--- src/rtl/pll_reconfig_pkg.sv ---
// rtl/pll_reconfig_pkg.sv - shared types and constants for the PLL reconfiguration sequencer
package pll_reconfig_pkg;

  typedef enum logic [2:0] {
    IDLE,
    PRE,
    TBL,
    GAP,
    START,
    LOCK
  } state_t;

  localparam int AV_ADDR_W = 6;
  localparam int AV_DATA_W = 32;

  typedef struct packed {
    logic [AV_ADDR_W-1:0] addr;
    logic [AV_DATA_W-1:0] data;
  } av_wr_t;

  localparam int DEF_MODE_REG_ADDR = 0;
  localparam int DEF_START_ADDR    = 2;

  // Index widths never collapse to zero bits, even for a single profile or entry.
  function automatic int clog2_min1(input int n);
    return (n <= 2) ? 1 : $clog2(n);
  endfunction

endpackage

--- src/rtl/pll_reconfig_seq_if.sv ---
// rtl/pll_reconfig_seq_if.sv - Avalon-MM management port plus external table lookup bundle
interface pll_reconfig_seq_if #(
  parameter int ADDR_W = 6,
  parameter int DATA_W = 32,
  parameter int MODE_W = 1,
  parameter int IDX_W  = 2
);
  logic              mgmt_waitrequest;
  logic              mgmt_write;
  logic [ADDR_W-1:0] mgmt_address;
  logic [DATA_W-1:0] mgmt_writedata;
  logic [MODE_W-1:0] tbl_mode;
  logic [IDX_W-1:0]  tbl_idx;
  logic [ADDR_W-1:0] tbl_addr;
  logic [DATA_W-1:0] tbl_data;
  logic              tbl_last;

  modport master (
    input  mgmt_waitrequest, tbl_addr, tbl_data, tbl_last,
    output mgmt_write, mgmt_address, mgmt_writedata, tbl_mode, tbl_idx
  );

  modport slave (
    output mgmt_waitrequest, tbl_addr, tbl_data, tbl_last,
    input  mgmt_write, mgmt_address, mgmt_writedata, tbl_mode, tbl_idx
  );
endinterface

--- src/rtl/cdc_sync.sv ---
// rtl/cdc_sync.sv - multi-stage flop synchroniser with async active-low reset
module cdc_sync #(
  parameter int               WIDTH     = 1,
  parameter int               STAGES    = 2,
  parameter logic [WIDTH-1:0] RESET_VAL = '0
) (
  input  logic             clk,
  input  logic             rst_n,
  input  logic [WIDTH-1:0] d,
  output logic [WIDTH-1:0] q
);
  logic [WIDTH-1:0] chain_q [STAGES];

  always_ff @(posedge clk or negedge rst_n) begin
    if (!rst_n) begin
      for (int i = 0; i < STAGES; i++) chain_q[i] <= RESET_VAL;
    end else begin
      chain_q[0] <= d;
      for (int i = 1; i < STAGES; i++) chain_q[i] <= chain_q[i-1];
    end
  end

  assign q = chain_q[STAGES-1];
endmodule

--- src/rtl/pll_reconfig_seq.sv ---
// rtl/pll_reconfig_seq.sv - debounced mode request replays a per-profile PLL register table over Avalon-MM
module pll_reconfig_seq
  import pll_reconfig_pkg::*;
#(
  parameter int NUM_MODES     = 2,
  parameter int MAX_WRITES    = 4,
  parameter int ADDR_W        = 6,
  parameter int DATA_W        = 32,
  parameter int SYNC_STAGES   = 2,
  parameter int STABLE_CYCLES = 16,
  parameter int GAP_CYCLES    = 3,
  parameter int MODE_REG_ADDR = DEF_MODE_REG_ADDR,
  parameter int START_ADDR    = DEF_START_ADDR,
  parameter int LOCK_TIMEOUT  = 65535,
  parameter int RESET_MODE    = 0,
  localparam int MODE_W       = clog2_min1(NUM_MODES),
  localparam int IDX_W        = clog2_min1(MAX_WRITES)
) (
  input  logic              clk_sys,
  input  logic              reset,
  input  logic [MODE_W-1:0] mode_req,
  input  logic              locked,
  pll_reconfig_seq_if.master bus,
  output logic              busy,
  output logic [MODE_W-1:0] applied_mode,
  output logic              error
);
  localparam int SW = $clog2(STABLE_CYCLES + 1);
  localparam int GW = $clog2(GAP_CYCLES + 1);
  localparam int LW = $clog2(LOCK_TIMEOUT + 1);

  logic [MODE_W-1:0] mode_s, mode_q;
  logic              locked_s;
  logic [SW-1:0]     stab_q;
  logic              stable, req_bad, accepted;

  state_t            state_q, state_d;
  logic [GW-1:0]     gap_q, gap_d;
  logic [LW-1:0]     lock_q, lock_d;
  logic [IDX_W-1:0]  idx_q, idx_d;
  logic [MODE_W-1:0] target_q, target_d, applied_q, applied_d;
  logic [ADDR_W-1:0] addr_q, addr_d;
  logic [DATA_W-1:0] data_q, data_d;
  logic              wr_q, wr_d, busy_q, busy_d, error_q, error_d;
  logic              to_start_q, to_start_d, last_q, last_d, low_seen_q, low_seen_d;

  cdc_sync #(.WIDTH(MODE_W), .STAGES(SYNC_STAGES), .RESET_VAL(MODE_W'(RESET_MODE))) u_sync_mode (
    .clk(clk_sys), .rst_n(reset), .d(mode_req), .q(mode_s)
  );

  cdc_sync #(.WIDTH(1), .STAGES(SYNC_STAGES), .RESET_VAL(1'b0)) u_sync_locked (
    .clk(clk_sys), .rst_n(reset), .d(locked), .q(locked_s)
  );

  always_ff @(posedge clk_sys or negedge reset) begin
    if (!reset) begin
      mode_q <= MODE_W'(RESET_MODE);
      stab_q <= '0;
    end else begin
      mode_q <= mode_s;
      if (mode_s != mode_q)
        stab_q <= '0;
      else if (stab_q != SW'(STABLE_CYCLES))
        stab_q <= stab_q + 1'b1;
    end
  end

  assign stable   = (stab_q == SW'(STABLE_CYCLES)) && (mode_s == mode_q);
  assign req_bad  = int'(mode_s) >= NUM_MODES;
  assign accepted = wr_q && !bus.mgmt_waitrequest;

  always_ff @(posedge clk_sys or negedge reset) begin
    if (!reset) begin
      state_q    <= IDLE;
      gap_q      <= '0;
      lock_q     <= '0;
      idx_q      <= '0;
      target_q   <= MODE_W'(RESET_MODE);
      applied_q  <= MODE_W'(RESET_MODE);
      addr_q     <= '0;
      data_q     <= '0;
      wr_q       <= 1'b0;
      busy_q     <= 1'b0;
      error_q    <= 1'b0;
      to_start_q <= 1'b0;
      last_q     <= 1'b0;
      low_seen_q <= 1'b0;
    end else begin
      state_q    <= state_d;
      gap_q      <= gap_d;
      lock_q     <= lock_d;
      idx_q      <= idx_d;
      target_q   <= target_d;
      applied_q  <= applied_d;
      addr_q     <= addr_d;
      data_q     <= data_d;
      wr_q       <= wr_d;
      busy_q     <= busy_d;
      error_q    <= error_d;
      to_start_q <= to_start_d;
      last_q     <= last_d;
      low_seen_q <= low_seen_d;
    end
  end

  always_comb begin
    state_d    = state_q;
    gap_d      = gap_q;
    lock_d     = lock_q;
    idx_d      = idx_q;
    target_d   = target_q;
    applied_d  = applied_q;
    addr_d     = addr_q;
    data_d     = data_q;
    wr_d       = wr_q;
    busy_d     = busy_q;
    error_d    = error_q;
    to_start_d = to_start_q;
    last_d     = last_q;
    low_seen_d = low_seen_q;

    case (state_q)
      IDLE: begin
        if (stable && (mode_s != applied_q)) begin
          if (req_bad) begin
            error_d = 1'b1;
          end else begin
            target_d = mode_s;
            idx_d    = '0;
            busy_d   = 1'b1;
            wr_d     = 1'b1;
            addr_d   = ADDR_W'(MODE_REG_ADDR);
            data_d   = '0;
            state_d  = PRE;
          end
        end
      end
      PRE, TBL: begin
        if (accepted) begin
          wr_d       = 1'b0;
          gap_d      = '0;
          state_d    = GAP;
          to_start_d = (state_q == TBL) && last_q;
          if ((state_q == TBL) && !last_q) idx_d = idx_q + 1'b1;
        end
      end
      GAP: begin
        // The table entry is loaded on the last idle cycle, so the lookup has settled for the whole gap.
        if (gap_q == GW'(GAP_CYCLES - 1)) begin
          wr_d = 1'b1;
          if (to_start_q) begin
            addr_d  = ADDR_W'(START_ADDR);
            data_d  = '0;
            state_d = START;
          end else begin
            addr_d  = bus.tbl_addr;
            data_d  = bus.tbl_data;
            last_d  = bus.tbl_last || (idx_q == IDX_W'(MAX_WRITES - 1));
            state_d = TBL;
          end
        end else begin
          gap_d = gap_q + 1'b1;
        end
      end
      START: begin
        if (accepted) begin
          wr_d       = 1'b0;
          lock_d     = '0;
          low_seen_d = 1'b0;
          state_d    = LOCK;
        end
      end
      LOCK: begin
        if (low_seen_q && locked_s) begin
          applied_d = target_q;
          busy_d    = 1'b0;
          state_d   = IDLE;
        end else if (lock_q == LW'(LOCK_TIMEOUT - 1)) begin
          error_d = 1'b1;
          busy_d  = 1'b0;
          state_d = IDLE;
        end else begin
          lock_d = lock_q + 1'b1;
          if (!locked_s) low_seen_d = 1'b1;
        end
      end
      default: state_d = IDLE;
    endcase
  end

  assign bus.mgmt_write     = wr_q;
  assign bus.mgmt_address   = addr_q;
  assign bus.mgmt_writedata = data_q;
  assign bus.tbl_mode       = target_q;
  assign bus.tbl_idx        = idx_q;
  assign busy               = busy_q;
  assign applied_mode       = applied_q;
  assign error              = error_q;
endmodule
--- src/flat_wrapper.sv ---
// flat-port wrapper written by rule: the top's interface ports become plain ports
module pll_reconfig_seq_flat import pll_reconfig_pkg::*;
#(
  parameter int NUM_MODES     = 2,
  parameter int MAX_WRITES    = 4,
  parameter int ADDR_W        = 6,
  parameter int DATA_W        = 32,
  parameter int SYNC_STAGES   = 2,
  parameter int STABLE_CYCLES = 16,
  parameter int GAP_CYCLES    = 3,
  parameter int MODE_REG_ADDR = DEF_MODE_REG_ADDR,
  parameter int START_ADDR    = DEF_START_ADDR,
  parameter int LOCK_TIMEOUT  = 65535,
  parameter int RESET_MODE    = 0,
  localparam int MODE_W       = clog2_min1(NUM_MODES),
  localparam int IDX_W        = clog2_min1(MAX_WRITES)
)
  (clk_sys, reset, mode_req, locked, busy, applied_mode, error, bus_mgmt_waitrequest, bus_tbl_addr, bus_tbl_data, bus_tbl_last, bus_mgmt_write, bus_mgmt_address, bus_mgmt_writedata, bus_tbl_mode, bus_tbl_idx);
  pll_reconfig_seq_if #(.ADDR_W(ADDR_W), .DATA_W(DATA_W)) bus_i ();
  input  logic clk_sys;
  input  logic reset;
  input  logic [MODE_W-1:0] mode_req;
  input  logic locked;
  output logic busy;
  output logic [MODE_W-1:0] applied_mode;
  output logic error;
  input wire logic [$bits(bus_i.mgmt_waitrequest)-1:0] bus_mgmt_waitrequest;
  input wire logic [$bits(bus_i.tbl_addr)-1:0] bus_tbl_addr;
  input wire logic [$bits(bus_i.tbl_data)-1:0] bus_tbl_data;
  input wire logic [$bits(bus_i.tbl_last)-1:0] bus_tbl_last;
  output wire logic [$bits(bus_i.mgmt_write)-1:0] bus_mgmt_write;
  output wire logic [$bits(bus_i.mgmt_address)-1:0] bus_mgmt_address;
  output wire logic [$bits(bus_i.mgmt_writedata)-1:0] bus_mgmt_writedata;
  output wire logic [$bits(bus_i.tbl_mode)-1:0] bus_tbl_mode;
  output wire logic [$bits(bus_i.tbl_idx)-1:0] bus_tbl_idx;
  assign bus_i.mgmt_waitrequest = bus_mgmt_waitrequest;
  assign bus_i.tbl_addr = bus_tbl_addr;
  assign bus_i.tbl_data = bus_tbl_data;
  assign bus_i.tbl_last = bus_tbl_last;
  assign bus_mgmt_write = bus_i.mgmt_write;
  assign bus_mgmt_address = bus_i.mgmt_address;
  assign bus_mgmt_writedata = bus_i.mgmt_writedata;
  assign bus_tbl_mode = bus_i.tbl_mode;
  assign bus_tbl_idx = bus_i.tbl_idx;
  pll_reconfig_seq #(.NUM_MODES(NUM_MODES), .MAX_WRITES(MAX_WRITES), .ADDR_W(ADDR_W), .DATA_W(DATA_W), .SYNC_STAGES(SYNC_STAGES), .STABLE_CYCLES(STABLE_CYCLES), .GAP_CYCLES(GAP_CYCLES), .MODE_REG_ADDR(MODE_REG_ADDR), .START_ADDR(START_ADDR), .LOCK_TIMEOUT(LOCK_TIMEOUT), .RESET_MODE(RESET_MODE)) u_core (.clk_sys(clk_sys), .reset(reset), .mode_req(mode_req), .locked(locked), .bus(bus_i), .busy(busy), .applied_mode(applied_mode), .error(error));
endmodule
--- config.mk ---
export PLATFORM = sky130hd
export DESIGN_NAME = pll_reconfig_seq_flat
export DESIGN_NICKNAME = d
export VERILOG_FILES = /design/src/rtl/pll_reconfig_pkg.sv /design/src/rtl/pll_reconfig_seq_if.sv /design/src/rtl/cdc_sync.sv /design/src/rtl/pll_reconfig_seq.sv /design/src/flat_wrapper.sv
export SDC_FILE = /design/constraint.sdc
export NUM_CORES = 1
export LEC_CHECK = 0
export CAP_MARGIN = 25
export CORE_MARGIN = 3
export CORE_UTILIZATION = 45
export DETAILED_ROUTE_END_ITERATION = 7
export HOLD_SLACK_MARGIN = 0.03
export PLACE_DENSITY_LB_ADDON = 0.25
export SLEW_MARGIN = 25
export SYNTH_ARGS = -nofsm -noshare
export SYNTH_HDL_FRONTEND = slang
export SYNTH_HIERARCHICAL = 1
export SYNTH_SLANG_ARGS = --single-unit
--- constraint.sdc ---
create_clock -name clk_sys -period 1.9 [get_ports clk_sys]
set_input_delay 0.19 -clock clk_sys [delete_from_list [all_inputs] [get_ports clk_sys]]
set_output_delay 0.19 -clock clk_sys [all_outputs]
set_load 0.02 [all_outputs]
==> results list <==
- The flow ran to the end, and the final reports show no timing, DRC or antenna violations.
* Number of core rows: 32
- The max-slew violation count was 0.
- In this run the static leakage power is ~2.1 nW.
- Num CTS Buffers: 9
* Metal3 WL: about 900 µm
- Relative to the synthesized area, the layout overhead comes to 39.39%.
- The count of nets left with antenna violations once routing finished came out at 0.
- Clock Pin Slew Worst Setup and Hold Paths: ~0.080 ns
* Fraction of final layout cells with drive strength greater than 1: about an eighth
- For this block, wires on met1 add up to 3919 µm.
- Kind of end point of the critical path: register
- Maximum clock skew at final layout: approximately 0.013 ns
* Endpoints failing setup: 0
- The tree is rooted in a clkbuf_8.
- Main flop type after synthesis: dfrtp_1
- Effective utilization at floorplan: a little under half
- Peak supply drop: around 0.8 mV
- Counting every instance in the synthesized netlist gives between 300 and 400.
- Maximum number of pins on one net before global-route repair: 78
- Half-perimeter wire length after detailed placement: a little under 6000 µm
- In this run the vertical extent of the chip is 95.75 µm.
- Insertion delay to the later sink of the worst-skew pair: 0.36 ns
- Clock sinks: 79
- The first routing iteration left 240 violations.
* Global-route usage over all layers: 18.96%
- Synth warn: 6
- Fin. Hold Viols: 0
* DRC viols: 0
* Synthesized cell area: about 3600 µm²
- The longest clock path from root to sink contains 2 buffers.
- Die area: around 9200 µm²
- Required @ worst endpoint: 2.14 ns
* Data arrival time of the critical path: ~2 ns
* Count of H-tree levels built during CTS: 3
* Total power per unit cell area: 1350 nW/µm²
* Number of top-level pins: between 80 and 90
- TritonCTS built the clock tree.
- Number of nets in the layout: 534
* Shortest period the worst path allows: 1.826 ns
* Class of the worst hold path: in -> reg
- Count of flip-flops with a built-in enable after synthesis: 0
- Routed wl met2: about 4200 µm
- The first TritonRoute pass finished after 4 iterations.
* End-of-flow core utilization: 65.05%
- Final routed wirelength across all metal layers: slightly above 9000 µm
- In this run, distinct cell masters in the synthesized netlist total 48.
- The die is roughly 96 µm wide.
- Average size of a mapped cell: 9.666 µm²
* Register bit count reported by yosys: slightly below 80
- Headroom to the max-slew limit came out at 64.30%.
- The number of antenna diodes in the final layout is 0.
- Final cycle utilization of the critical path: a little over nine tenths
- The share of the Yosys chip area taken by registers is 54.54%.
* Min setup slack post-route: about 0.074 ns
- Tightest Pin Transition: ~0.52 ns
* Congestion Overflow GR: 0
- By startpoint and endpoint, the worst setup path is classified as reg -> reg.
- Post-route non-filler standard cell count: about 590
- Placed Cells: ~570
* Floorplan Core Area: approximately 7800 µm²
* Number of maximum-capacitance constraint violations: 0
- When the netlist entered floorplanning its net count stood at around 430.
* Vias after detailed routing: 3100
* Unrepaired setup endpoints after global routing: true
* Hold WS: about 0.27 ns
* Share of flip-flops with an asynchronous set or reset after synthesis: 100.0%
* Top layer used by detailed routing: met4
* Worst setup SP type: register
- In this run the tool buffered the top-level ports with between 80 and 90 buffer cells.
* Number of global-route vias before repair: about 2800
- The initial antenna violation count is 0.
* Global-route wire length before repair: between 10000 and 15000 µm
- Global placer's final weighted congestion: approximately 0.85
- In the routed layout, each cell is associated on average with a via count of 5.263.
- Dividing the detail-routed wire length by the instance count gives around 15 µm.
- Timing-limited maximum frequency: between 500 and 600 MHz
- Before CTS, the worst setup slack after placement is a little over 0.08 ns.
* Critical-path maximum fanout: 10
## sequential cells by signal, summed over array words and instances, names as in the netlist
signal                        count
u_core/applied_mode               1
u_core/bus.mgmt_address           6
u_core/bus.mgmt_write             1
u_core/bus.mgmt_writedata        32
u_core/bus.tbl_idx                2
u_core/bus.tbl_mode               1
u_core/busy                       1
u_core/error                      1
u_core/gap_q                      2
u_core/last_q                     1
u_core/lock_q                    16
u_core/low_seen_q                 1
u_core/mode_q                     1
u_core/stab_q                     5
u_core/state_q                    3
u_core/to_start_q                 1
u_core/u_sync_locked/chain_q      1
u_core/u_sync_locked/q            1
u_core/u_sync_mode/chain_q        1
u_core/u_sync_mode/q              1
## worst paths after layout
kind | start | slack, ns | endpoint | cells past startpoint
min | locked | 0.27 | u_core/u_sync_locked/chain_q[1] | 1
min reg2reg | u_core/u_sync_mode/chain_q[1] | 0.35 | u_core/u_sync_mode/q | 0
max in group asynchronous | reset | 0.99 | u_core/bus.mgmt_address[5] | 3
max | u_core/stab_q[0] | 0.07 | u_core/bus.mgmt_writedata[3] | 8
min in group asynchronous | reset | 0.32 | u_core/stab_q[3] | 2
max reg2reg | u_core/stab_q[0] | 0.07 | u_core/bus.mgmt_writedata[3] | 8
## placed cells by master, fill, tap and decap left out, drive strengths merged, types with 2 or more instances in the layout
master | synthesis | routed
clkdlybuf4s50 | 0 | 87
o21ai | 48 | 48
and3b | 2 | 2
or3 | 4 | 4
ha | 6 | 6
nand3 | 15 | 15
inv | 12 | 13
clkbuf | 9 | 12
o21a | 2 | 2
o31ai | 5 | 5
a21oi | 7 | 7
xnor2 | 12 | 12
nor4 | 3 | 3
buf | 9 | 25
a31oi | 3 | 3
a2111oi | 2 | 2
dfrtp | 79 | 79
xor2 | 4 | 4
a211oi | 3 | 3
nor3 | 6 | 6
or4 | 3 | 3
clkinv | 0 | 2
mux2 | 2 | 2
nor2 | 23 | 23
nand2 | 91 | 91
mux2i | 2 | 2
nand4 | 3 | 3
a21o | 2 | 2
o211ai | 5 | 5
## area by class of cell
type | count | area [µm²]
fillers | 632 | 2715
multi-input cells | 266 | 1526
clock inverters | 5 | 60.06
flip-flops and latches | 79 | 1977
clock buffers | 9 | 123.9
well taps | 102 | 127.6
repair buffers | 116 | 1192
inverters | 12 | 45.04
## power by group
group / switching [mW] / total [mW] / leakage [nW] / internal [mW]
Sequential: 0.409 / 2.66 / 1.02 / 2.25
Combinational: 1.55 / 2.93 / 0.960 / 1.38
Clock: 0.633 / 1.23 / 0.0915 / 0.597
Total: 2.59 / 6.82 / 2.07 / 4.23
## worst max-delay path, cell delays in order, from the launching register on
cell and delay, ns:
dfrtp_1 0.41, inv_2 0.08, ha_1 0.13, and4bb_2 0.31, o211ai_1 0.14, a21o_4 0.31
clkbuf_16 0.19, nand2_1 0.06, o21ai_0 0.07
## repair_timing
| action | in CTS | in global routing |
|---|---|---|
| resized for setup | 0 | 19 |
| hold endpoints to repair | 32 | 0 |
| endpoints found under the setup margin | 0 | 35 |
| setup buffers | 0 | 3 |
| hold buffers | 1 | 0 |
## synth_stat cells (all sizes together) (3+ instances only)
cell	instances	area [µm²]
nand4	3	18.77
xor2	4	35.03
nor2	23	93.84
clkbuf	9	33.78
o21ai	48	240.2
xnor2	12	105.1
or3	4	25.02
buf	9	55.04
o31ai	5	37.54
nand3	15	80.08
nor3	6	35.03
inv	12	45.04
a21oi	7	35.03
a31oi	3	18.77
o211ai	5	37.54
dfrtp	79	1977
a211oi	3	37.54
nand2	91	344.1
or4	3	22.52
ha	6	75.07
nor4	3	37.54
## per-layer routing
layer	vias to the layer above	GRT usage (%)
met1	1480	24.89
met4	0	4.739
met2	113	28.20
li1	1496	-
met3	11	9.226
met5	-	0
## cells by family after synthesis
group           after synthesis  synth area share, %
simple gates                157                20.71
compound gates               82                13.67
flops                        79                54.54
buf+inv                      30                3.693
xor+xnor                     16                3.866
fa+ha+maj                     7                2.347
mux                           4                1.174
## metrics by stage
step	setup TNS, ns	area [µm²]	power, mW
floorplan	0	3625	4.159
global placement	0	4721	5.320
detailed placement	0	4721	5.396
CTS	0	4915	6.658
global route	-0.2687	5052	7.262
finish	0	5052	6.819
(Power assumes the default switching activity.)
